[src/rtl/pipeline_stall_ctrl_if.sv]
// Handshake bundle between the stall controller and the pipeline it steers.
// The master side drives the hazard, branch and memory events; the slave side returns enables, flushes and counters.
interface pipeline_stall_ctrl_if #(
   parameter int CNT_W = 32
);
   logic             hazard_stall;
   logic             branch_taken;
   logic             mem_req;
   logic             mem_ready;
   logic             cnt_clear;
   logic             pc_write;
   logic             ifid_write;
   logic             ifid_flush;
   logic             idex_flush;
   logic             exmem_write;
   logic             memwb_flush;
   logic             timeout_err;
   logic [CNT_W-1:0] stall_count;
   logic [CNT_W-1:0] flush_count;

   modport master (
      output hazard_stall, branch_taken, mem_req, mem_ready, cnt_clear,
      input  pc_write, ifid_write, ifid_flush, idex_flush, exmem_write,
             memwb_flush, timeout_err, stall_count, flush_count
   );

   modport slave (
      input  hazard_stall, branch_taken, mem_req, mem_ready, cnt_clear,
      output pc_write, ifid_write, ifid_flush, idex_flush, exmem_write,
             memwb_flush, timeout_err, stall_count, flush_count
   );
endinterface

[src/rtl/pipeline_stall_ctrl.sv]
// Stall/flush sequencer for the 5-stage pipeline: merges data-hazard stalls, branch flushes
// and multi-cycle memory waits into one set of register enables, with saturating counters.
module pipeline_stall_ctrl #(
   parameter int MEM_TIMEOUT = 16,
   parameter int CNT_W       = 32
) (
   input logic            clk,
   input logic            reset,
   pipeline_stall_ctrl_if.slave bus
);
   localparam int WAIT_W = $clog2(MEM_TIMEOUT + 1);
   localparam logic [WAIT_W-1:0] WAIT_LAST = WAIT_W'(MEM_TIMEOUT - 1);
   localparam logic [CNT_W-1:0]  CNT_MAX   = {CNT_W{1'b1}};

   typedef enum logic [1:0] {
      RUN      = 2'd0,
      MEM_WAIT = 2'd1,
      ERROR    = 2'd2
   } state_t;

   state_t            state_r;
   state_t            state_nxt_s;
   logic [WAIT_W-1:0] wait_cnt_r;
   logic [WAIT_W-1:0] wait_cnt_nxt_s;
   logic              mem_stall_s;
   logic              err_s;
   logic              stall_inc_s;
   logic              flush_inc_s;
   logic              pc_write_s;
   logic              ifid_write_s;
   logic              ifid_flush_s;
   logic              idex_flush_s;
   logic              exmem_write_s;
   logic              memwb_flush_s;
   logic              timeout_r;
   logic [CNT_W-1:0]  stall_count_r;
   logic [CNT_W-1:0]  flush_count_r;

   // State register and memory wait counter.
   always_ff @(posedge clk) begin
      if (reset) begin
         state_r    <= RUN;
         wait_cnt_r <= {WAIT_W{1'b0}};
      end else begin
         state_r    <= state_nxt_s;
         wait_cnt_r <= wait_cnt_nxt_s;
      end
   end

   // Next-state logic plus combinational enables/flushes.
   always_comb begin
      state_nxt_s    = state_r;
      wait_cnt_nxt_s = wait_cnt_r;
      mem_stall_s    = 1'b0;
      err_s          = 1'b0;
      stall_inc_s    = 1'b0;
      flush_inc_s    = 1'b0;
      pc_write_s     = 1'b1;
      ifid_write_s   = 1'b1;
      ifid_flush_s   = 1'b0;
      idex_flush_s   = 1'b0;
      exmem_write_s  = 1'b1;
      memwb_flush_s  = 1'b0;
      if (reset) begin
         state_nxt_s    = RUN;
         wait_cnt_nxt_s = {WAIT_W{1'b0}};
         pc_write_s     = 1'b0;
         ifid_write_s   = 1'b0;
         exmem_write_s  = 1'b0;
         ifid_flush_s   = 1'b1;
         idex_flush_s   = 1'b1;
         memwb_flush_s  = 1'b1;
      end else begin
         case (state_r)
            RUN: begin
               mem_stall_s    = bus.mem_req & ~bus.mem_ready;
               wait_cnt_nxt_s = {WAIT_W{1'b0}};
               state_nxt_s    = mem_stall_s ? MEM_WAIT : RUN;
            end
            MEM_WAIT: begin
               // mem_req is deliberately ignored here: upstream holds the request.
               mem_stall_s = ~bus.mem_ready;
               if (bus.mem_ready) begin
                  state_nxt_s    = RUN;
                  wait_cnt_nxt_s = {WAIT_W{1'b0}};
               end else if (wait_cnt_r == WAIT_LAST) begin
                  state_nxt_s = ERROR;
               end else begin
                  wait_cnt_nxt_s = wait_cnt_r + WAIT_W'(1);
               end
            end
            ERROR: begin
               err_s = 1'b1;
            end
            default: begin
               state_nxt_s    = RUN;
               wait_cnt_nxt_s = {WAIT_W{1'b0}};
            end
         endcase

         if (err_s) begin
            pc_write_s    = 1'b0;
            ifid_write_s  = 1'b0;
            exmem_write_s = 1'b0;
            ifid_flush_s  = 1'b1;
            idex_flush_s  = 1'b1;
            memwb_flush_s = 1'b1;
         end else if (mem_stall_s) begin
            pc_write_s    = 1'b0;
            ifid_write_s  = 1'b0;
            exmem_write_s = 1'b0;
            memwb_flush_s = 1'b1;
            stall_inc_s   = 1'b1;
         end else if (bus.branch_taken) begin
            // The hazard-stalled instruction is flushed anyway, so no stall here.
            ifid_flush_s = 1'b1;
            idex_flush_s = 1'b1;
            flush_inc_s  = 1'b1;
         end else if (bus.hazard_stall) begin
            pc_write_s   = 1'b0;
            ifid_write_s = 1'b0;
            idex_flush_s = 1'b1;
            stall_inc_s  = 1'b1;
         end else begin
            stall_inc_s = 1'b0;
         end
      end
   end

   // Saturating performance counters and sticky timeout flag.
   always_ff @(posedge clk) begin
      if (reset) begin
         stall_count_r <= {CNT_W{1'b0}};
         flush_count_r <= {CNT_W{1'b0}};
         timeout_r     <= 1'b0;
      end else begin
         timeout_r <= (state_nxt_s == ERROR);
         if (bus.cnt_clear) begin
            stall_count_r <= {CNT_W{1'b0}};
            flush_count_r <= {CNT_W{1'b0}};
         end else begin
            if (stall_inc_s && (stall_count_r != CNT_MAX)) begin
               stall_count_r <= stall_count_r + CNT_W'(1);
            end
            if (flush_inc_s && (flush_count_r != CNT_MAX)) begin
               flush_count_r <= flush_count_r + CNT_W'(1);
            end
         end
      end
   end

   assign bus.pc_write    = pc_write_s;
   assign bus.ifid_write  = ifid_write_s;
   assign bus.ifid_flush  = ifid_flush_s;
   assign bus.idex_flush  = idex_flush_s;
   assign bus.exmem_write = exmem_write_s;
   assign bus.memwb_flush = memwb_flush_s;
   assign bus.timeout_err = timeout_r & ~reset;
   assign bus.stall_count = stall_count_r;
   assign bus.flush_count = flush_count_r;
endmodule

[src/flat_wrapper.sv]
// flat-port wrapper written by rule: the top's interface ports become plain ports
module pipeline_stall_ctrl_flat 
#(
   parameter int MEM_TIMEOUT = 16,
   parameter int CNT_W       = 32
)
  (clk, reset, bus_hazard_stall, bus_branch_taken, bus_mem_req, bus_mem_ready, bus_cnt_clear, bus_pc_write, bus_ifid_write, bus_ifid_flush, bus_idex_flush, bus_exmem_write, bus_memwb_flush, bus_timeout_err, bus_stall_count, bus_flush_count);
  pipeline_stall_ctrl_if #(.CNT_W(CNT_W)) bus_i ();
  input logic clk;
  input logic reset;
  input wire logic [$bits(bus_i.hazard_stall)-1:0] bus_hazard_stall;
  input wire logic [$bits(bus_i.branch_taken)-1:0] bus_branch_taken;
  input wire logic [$bits(bus_i.mem_req)-1:0] bus_mem_req;
  input wire logic [$bits(bus_i.mem_ready)-1:0] bus_mem_ready;
  input wire logic [$bits(bus_i.cnt_clear)-1:0] bus_cnt_clear;
  output wire logic [$bits(bus_i.pc_write)-1:0] bus_pc_write;
  output wire logic [$bits(bus_i.ifid_write)-1:0] bus_ifid_write;
  output wire logic [$bits(bus_i.ifid_flush)-1:0] bus_ifid_flush;
  output wire logic [$bits(bus_i.idex_flush)-1:0] bus_idex_flush;
  output wire logic [$bits(bus_i.exmem_write)-1:0] bus_exmem_write;
  output wire logic [$bits(bus_i.memwb_flush)-1:0] bus_memwb_flush;
  output wire logic [$bits(bus_i.timeout_err)-1:0] bus_timeout_err;
  output wire logic [$bits(bus_i.stall_count)-1:0] bus_stall_count;
  output wire logic [$bits(bus_i.flush_count)-1:0] bus_flush_count;
  assign bus_i.hazard_stall = bus_hazard_stall;
  assign bus_i.branch_taken = bus_branch_taken;
  assign bus_i.mem_req = bus_mem_req;
  assign bus_i.mem_ready = bus_mem_ready;
  assign bus_i.cnt_clear = bus_cnt_clear;
  assign bus_pc_write = bus_i.pc_write;
  assign bus_ifid_write = bus_i.ifid_write;
  assign bus_ifid_flush = bus_i.ifid_flush;
  assign bus_idex_flush = bus_i.idex_flush;
  assign bus_exmem_write = bus_i.exmem_write;
  assign bus_memwb_flush = bus_i.memwb_flush;
  assign bus_timeout_err = bus_i.timeout_err;
  assign bus_stall_count = bus_i.stall_count;
  assign bus_flush_count = bus_i.flush_count;
  pipeline_stall_ctrl #(.MEM_TIMEOUT(MEM_TIMEOUT), .CNT_W(CNT_W)) u_core (.clk(clk), .reset(reset), .bus(bus_i));
endmodule
[config.mk]
export PLATFORM = sky130hd
export DESIGN_NAME = pipeline_stall_ctrl_flat
export DESIGN_NICKNAME = d
export VERILOG_FILES = /design/src/rtl/pipeline_stall_ctrl_if.sv /design/src/rtl/pipeline_stall_ctrl.sv /design/src/flat_wrapper.sv
export SDC_FILE = /design/constraint.sdc
export NUM_CORES = 1
export LEC_CHECK = 0
export BUFFER_PORTS_ARGS = -buffer_cell sky130_fd_sc_hd__buf_2
export CORE_ASPECT_RATIO = 1.25
export CORE_MARGIN = 1
export CORE_UTILIZATION = 30
export DETAILED_ROUTE_END_ITERATION = 10
export GPL_ROUTABILITY_DRIVEN = 0
export GPL_TIMING_DRIVEN = 1
export SLEW_MARGIN = 20
export SYNTH_ARGS = -nofsm -noshare
export SYNTH_HDL_FRONTEND = slang
export SYNTH_SLANG_ARGS = --single-unit
[constraint.sdc]
create_clock -name clk -period 2.95 [get_ports clk]
set_input_delay 0.59 -clock clk [delete_from_list [all_inputs] [get_ports clk]]
set_output_delay 0.59 -clock clk [all_outputs]
set_load 0.01 [all_outputs]
# Yosys cells after proc, flatten, opt, wreduce, memory -nomap -nowiden
# Index checks and enable logic that the tools add are counted.
# Widths: inputs -> output; s select.
# totals
regBits	72
out_inout_bits	71
wordCells	63
# op_classes
n_addsub	3
n_eq_ne	7
muxes	38
bitwise	5
n_reduce_logical	5
# op_table
cell	count
$add 32x1->32 const B	2
$ne 32x32->1 const B	2
$mux 1	30
$mux 5	2
$pmux 5 s2	1
$mux 2	3
$pmux 2 s3	1
$add 5x1->5 const B	1
$eq 5x4->1 const B	1
$eq 2x2->1 const B	2
$ne 3x3->1 const B	1
$not 1->1	3
$and 1x1->1	2
$eq 2x1->1 const B	1
$logic_and 1x1->1	2
$logic_not 2->1	1
$pmux 1 s2	1
$reduce_and 2->1	1
$reduce_or 2->1	1

# Longest topological paths before layout
# logic_depth
word_depth	8
mapped_depth	9

# Worst setup path after synthesis
# No wires, ideal clock.
# synth_path
path_kind	input port to flip-flop
startpoint	input bus_mem_ready
endpoint	register u_core.stall_count_r[30], in the netlist u_core.bus.stall_count[30]
setup_ns	0.070
arrival_ns	2.293
slack_ns	0.587
path_stages	7
n_path_buf	2
cell_sequence	or2_4 -> a21o_1 -> or4_1 -> buf_2 -> buf_6 -> or4_1 -> a21oi_1
# synth_between
elab_chain_len	8
# synth_lines
element	line	text
start, declared	flat_wrapper.sv:14	input wire logic [$bits(bus_i.mem_ready)-1:0] bus_mem_ready;
$not 1->1 *	pipeline_stall_ctrl.sv:76, pipeline_stall_ctrl.sv:82	
$and 1x1->1	pipeline_stall_ctrl.sv:76	mem_stall_s = bus.mem_req & ~bus.mem_ready;
$pmux 1 s2 *	pipeline_stall_ctrl.sv:74	case (state_r)
$mux 1 *	pipeline_stall_ctrl.sv:64	if (reset) begin
$mux 1 *	pipeline_stall_ctrl.sv:108	end else if (mem_stall_s) begin
$mux 1 *	pipeline_stall_ctrl.sv:101	if (err_s) begin
$mux 1 *	pipeline_stall_ctrl.sv:64	
$logic_and 1x1->1 *	pipeline_stall_ctrl.sv:142	if (stall_inc_s && (stall_count_r != CNT_MAX)) begin
end signal, assigned	pipeline_stall_ctrl.sv:133	stall_count_r <= {CNT_W{1'b0}};
end signal, assigned	pipeline_stall_ctrl.sv:139	stall_count_r <= {CNT_W{1'b0}};
end signal, assigned	pipeline_stall_ctrl.sv:143	stall_count_r <= stall_count_r + CNT_W'(1);
end, declared	pipeline_stall_ctrl.sv:36	logic [CNT_W-1:0] stall_count_r;
# Mark *: on every way between the ends. The rest lies on a longest branch, timed or not. The select of a mux whose other input is x is not followed.
# A chain may end at the register's enable or synchronous reset.

# Worst setup path after layout
# layout_path
startpoint	register u_core.state_r[1]
endpoint	register u_core.stall_count_r[25], in the netlist u_core.bus.stall_count[25]
# layout_between
elab_chain_len	7
elab_cells_between_ends	11
# layout_lines
element	line	text
start, declared	pipeline_stall_ctrl.sv:21	state_t state_r;
start signal, assigned	pipeline_stall_ctrl.sv:45	state_r <= state_nxt_s;
$eq 2x1->1 or $logic_not 2->1 (tied branches)	pipeline_stall_ctrl.sv:74	
$pmux 1 s2	pipeline_stall_ctrl.sv:74	
$mux 1	pipeline_stall_ctrl.sv:64	
$mux 1	pipeline_stall_ctrl.sv:108	
$mux 1 *	pipeline_stall_ctrl.sv:101	
$mux 1 *	pipeline_stall_ctrl.sv:64	
$logic_and 1x1->1 *	pipeline_stall_ctrl.sv:142	
# Marks and branches as above.

==> run_results.csv <==
group,metric,value,unit
status,status,"finished clean",
sta,slew_violations,0,
route,ant_nets,0,
yosys,synth_fa_ha_area_frac,0.01308,
job,maxCapViolCount,0,
clocking,cts_root_buf,"clkbuf_16",
floorplan,start_util,0.3116,
worst_setup_path,worstSetupPathType,"reg2reg",
worst_setup_path,crit_start,"u_core.state_r[1]",
yosys,synth_top_family_by_area,"simple AND/OR/NAND/NOR gates",
route,drc,0,
yosys,yosys.area_share.simple,0.3340,
floorplan,ios,78,
clocking,cts_buffer_depth,2,
final_layout,antenna_cells,0,
route,viasPerCell,5.592,
final_layout,drive_above_1_share,0.2108,
pwr,power_frac_clock,0.502,
clocking,postCtsSetupRepairBufs,0,
pwr,p_sw_frac,0.2197,
worst_setup_path,critPathLaunchType,"flip-flop",
min_path,holdCritPathClass,"reg2reg",
yosys,synthMuxAreaShare,0.01832,
sta,final.setup.tns,0,ns
sta,skew,0.004846,ns
placed_design,dp_hpwl,7656,microns
clocking,hold_buffers,0,
route,wl,10530,microns
pwr,powerDensity,454.9,nW/um^2
worst_setup_path,cp_max_fo,16,
pwr,p_comb_frac,0.042,
worst_setup_path,cp-endpoint,"u_core.bus.stall_count[25]",
worst_setup_path,crit_top_cell,"or4_1",
pwr,internal-power,1673,uW
final_layout,final_cell_mix,"77 x buf_2, 72 x dfxtp_1, 60 x a21oi_1, 38 x nand2_1, 38 x or4_1",
final_layout,syn2layout_area_growth,23.19,%
yosys,syn_area,3825,sq um
sta,finalSetupViolations,0,
clocking,post_cts_resized,0,
route,drt_iter0_drc,103,
worst_setup_path,critPathArrivalTime,2.65,ns
yosys,async_flop_share,0,
pwr,pwr-share-seq,0.456,
route,detail_route.first_pass.iterations,4,
yosys,ys.flop_type,"dfxtp_1",
global_route,grt_pass1_wl,17410,microns
yosys,postSynthAreaPerCell,8.052,sq um
pwr,p_leak,0.001686,uW
global_route,track_usage,0.1657,
clocking,worstSkewPairLatency,0.32,ns
worst_setup_path,crit_path_top_delay_cell,"or4_1",
global_route,antenna_found_initial,0,
sta,rsz0062_at_grt,"false",
yosys,synthXorXnorAreaFrac,0.004580,
sta,relSlewSlack,0.5172,
clocking,ctsHtreeMaxLevel,3,
pwr,power.switching,471.0,uW
sta,max_freq,416.1,MHz
worst_setup_path,required,3.20,ns
clocking,clock-sinks,72,
floorplan,die_h,128.2,microns
clocking,cts_buffers,9,
yosys,synth_edf_count,0,
yosys,synth_compound_area_frac,0.2107,
placed_design,portBuffers,77,
sta,setup_ws,0.5465,ns
final_layout,nFillCells,1315,
worst_setup_path,reg2reg_slack,0.55,ns
clocking,path_clk_slew,0.06,ns
floorplan,coreArea,12270,sq um
global_route,grt_max_degree,32,
yosys,ys_ff_latch,72,
final_layout,final_common_cell,"buf_2",
worst_setup_path,reg2reg_from,"u_core.state_r[1]",
worst_setup_path,cp-end-kind,"flip-flop",
sta,finalHoldViolations,0,
floorplan,die_area,13210,sq um
floorplan,die_w,103.0,microns
yosys,yosysSeqAreaShare,0.3768,
clocking,cts_tree,"built",
route,vias,4021,
global_route,grt_overflow,0,
yosys,synthDistinctLibCells,42,
yosys,yosys_warnings,0,
final_layout,fin_nets,562,
sta,period_share,0.8148,
global_route,grt_pass1_vias,3613,
sta,finalCriticalPeriod,2.404,ns
yosys,synth_cells,475,
worst_setup_path,max_stage_delay,0.75,ns
pwr,vdd_drop_max,0.2634,mV
sta,tightest_slew,0.7211,ns
worst_setup_path,reg2reg_to,"u_core.bus.stall_count[25]",
worst_setup_path,crit_chain,"or2_4, a21o_1, or4_1, or4_1, a21oi_1",
floorplan,rows,45,
worst_setup_path,r2r_cells,5,
yosys,syn-num-nets,486,
route,wl_per_cell,14.65,microns
placed_design,pre_cts_ws,0.2379,ns
[power groups by stage]
stage / Combinational (uW) / Clock (uW) / Sequential, uW
final: 90.5 / 1080 / 977
after CTS: 91.2 / 1100 / 977
after global routing: 99.7 / 1140 / 977
after global placement: 89.2 / 0 / 998
after detailed placement: 90.9 / 0 / 999
after floorplan: 57.7 / 0 / 998
[how the worst min path moves through the flow]
stage | startpoint | end | slack [ns] | cells past startpoint
4_1_cts | u_core.wait_cnt_r[1] | u_core.wait_cnt_r[1] | 0.47 | 2
6_report | u_core.wait_cnt_r[1] | u_core.wait_cnt_r[1] | 0.47 | 2
5_1_grt | u_core.wait_cnt_r[1] | u_core.wait_cnt_r[1] | 0.53 | 2
3_3_place_gp | u_core.wait_cnt_r[1] | u_core.wait_cnt_r[1] | 0.46 | 2
2_1_floorplan | u_core.wait_cnt_r[1] | u_core.wait_cnt_r[1] | 0.45 | 2
3_5_place_dp | u_core.wait_cnt_r[1] | u_core.wait_cnt_r[1] | 0.47 | 2
[worst max-delay path: cells and delay by family, from the launching register on]
family / cells / cell delay, ns
AOI/OAI and AO/OA: 2 / 0.36
DFF: 1 / 0.36
and+or+nand+nor: 3 / 1.62
[synthesized netlist by cell type (4+ instances only)]
| cell type | count | area (sq um) |
|---|---|---|
| or4_1 | 38 | 285.3 |
| a21oi_1 | 60 | 300.3 |
| nand4_1 | 21 | 131.4 |
| clkbuf_1 | 20 | 75.07 |
| nor4_1 | 5 | 31.28 |
| ha_1 | 4 | 50.05 |
| and4_1 | 8 | 70.07 |
| dfxtp_1 | 72 | 1441 |
| nor3_1 | 9 | 45.04 |
| mux2i_1 | 7 | 70.07 |
| nand2_1 | 38 | 142.6 |
| buf_2 | 4 | 20.02 |
| nor2_1 | 24 | 90.09 |
| inv_1 | 11 | 41.29 |
| and3_1 | 8 | 50.05 |
| o31ai_1 | 35 | 262.8 |
| nand3_1 | 32 | 160.2 |
| o21ai_0 | 17 | 85.08 |
| or3_1 | 21 | 131.4 |
[cell families after synthesis]
group | after synthesis
and+or+nand+nor | 222
AOI/OAI and AO/OA | 130
buffers and inverters | 38
muxes | 7
DFF | 72
adders and majority gates | 4
xor gates and xnor gates | 2
[registers in the layout, summed over array words and instances (netlist names)]
| signal | cells |
|---|---|
| u_core.wait_cnt_r | 5 |
| u_core.bus.stall_count | 32 |
| u_core.bus.flush_count | 32 |
| u_core.timeout_r | 1 |
| u_core.state_r | 2 |
[routing by layer]
layer	global-route usage	vias up	routed length [microns]
li1	-	1985	-
met2	0.2863	85	5197
met3	0.03762	9	451
met5	0	-	0
met1	0.2024	1942	4765
met4	0.04888	0	116
[cell type report]
class / instances / area [sq um] / share of cell area
Inverter: 11 / 41.29 / 0.008763
Clock inverter: 4 / 45.04 / 0.009559
Tap cell: 164 / 205.2 / 0.04355
Timing Repair Buffer: 92 / 510.5 / 0.1083
Multi-Input combinational cell: 365 / 2226 / 0.4724
Clock buffer: 11 / 242.7 / 0.05151
Sequential cell: 72 / 1441 / 0.3059
[per-stage QoR]
step | utilization | area, sq um | cells | hold WS [ns] | total power, uW
final | 0.3839 | 4712 | 719 | 0.4731 | 2144
after global routing | 0.3839 | 4712 | 719 | 0.5288 | 2219
after CTS | 0.3839 | 4712 | 719 | 0.4743 | 2168
after detailed placement | 0.3604 | 4424 | 704 | 0.4670 | 1089
after global placement | 0.3604 | 4424 | 704 | 0.4636 | 1088
after floorplan | - | 3825 | 475 | 0.4492 | 1055
No activity file was read; power rests on OpenSTA's default activity.
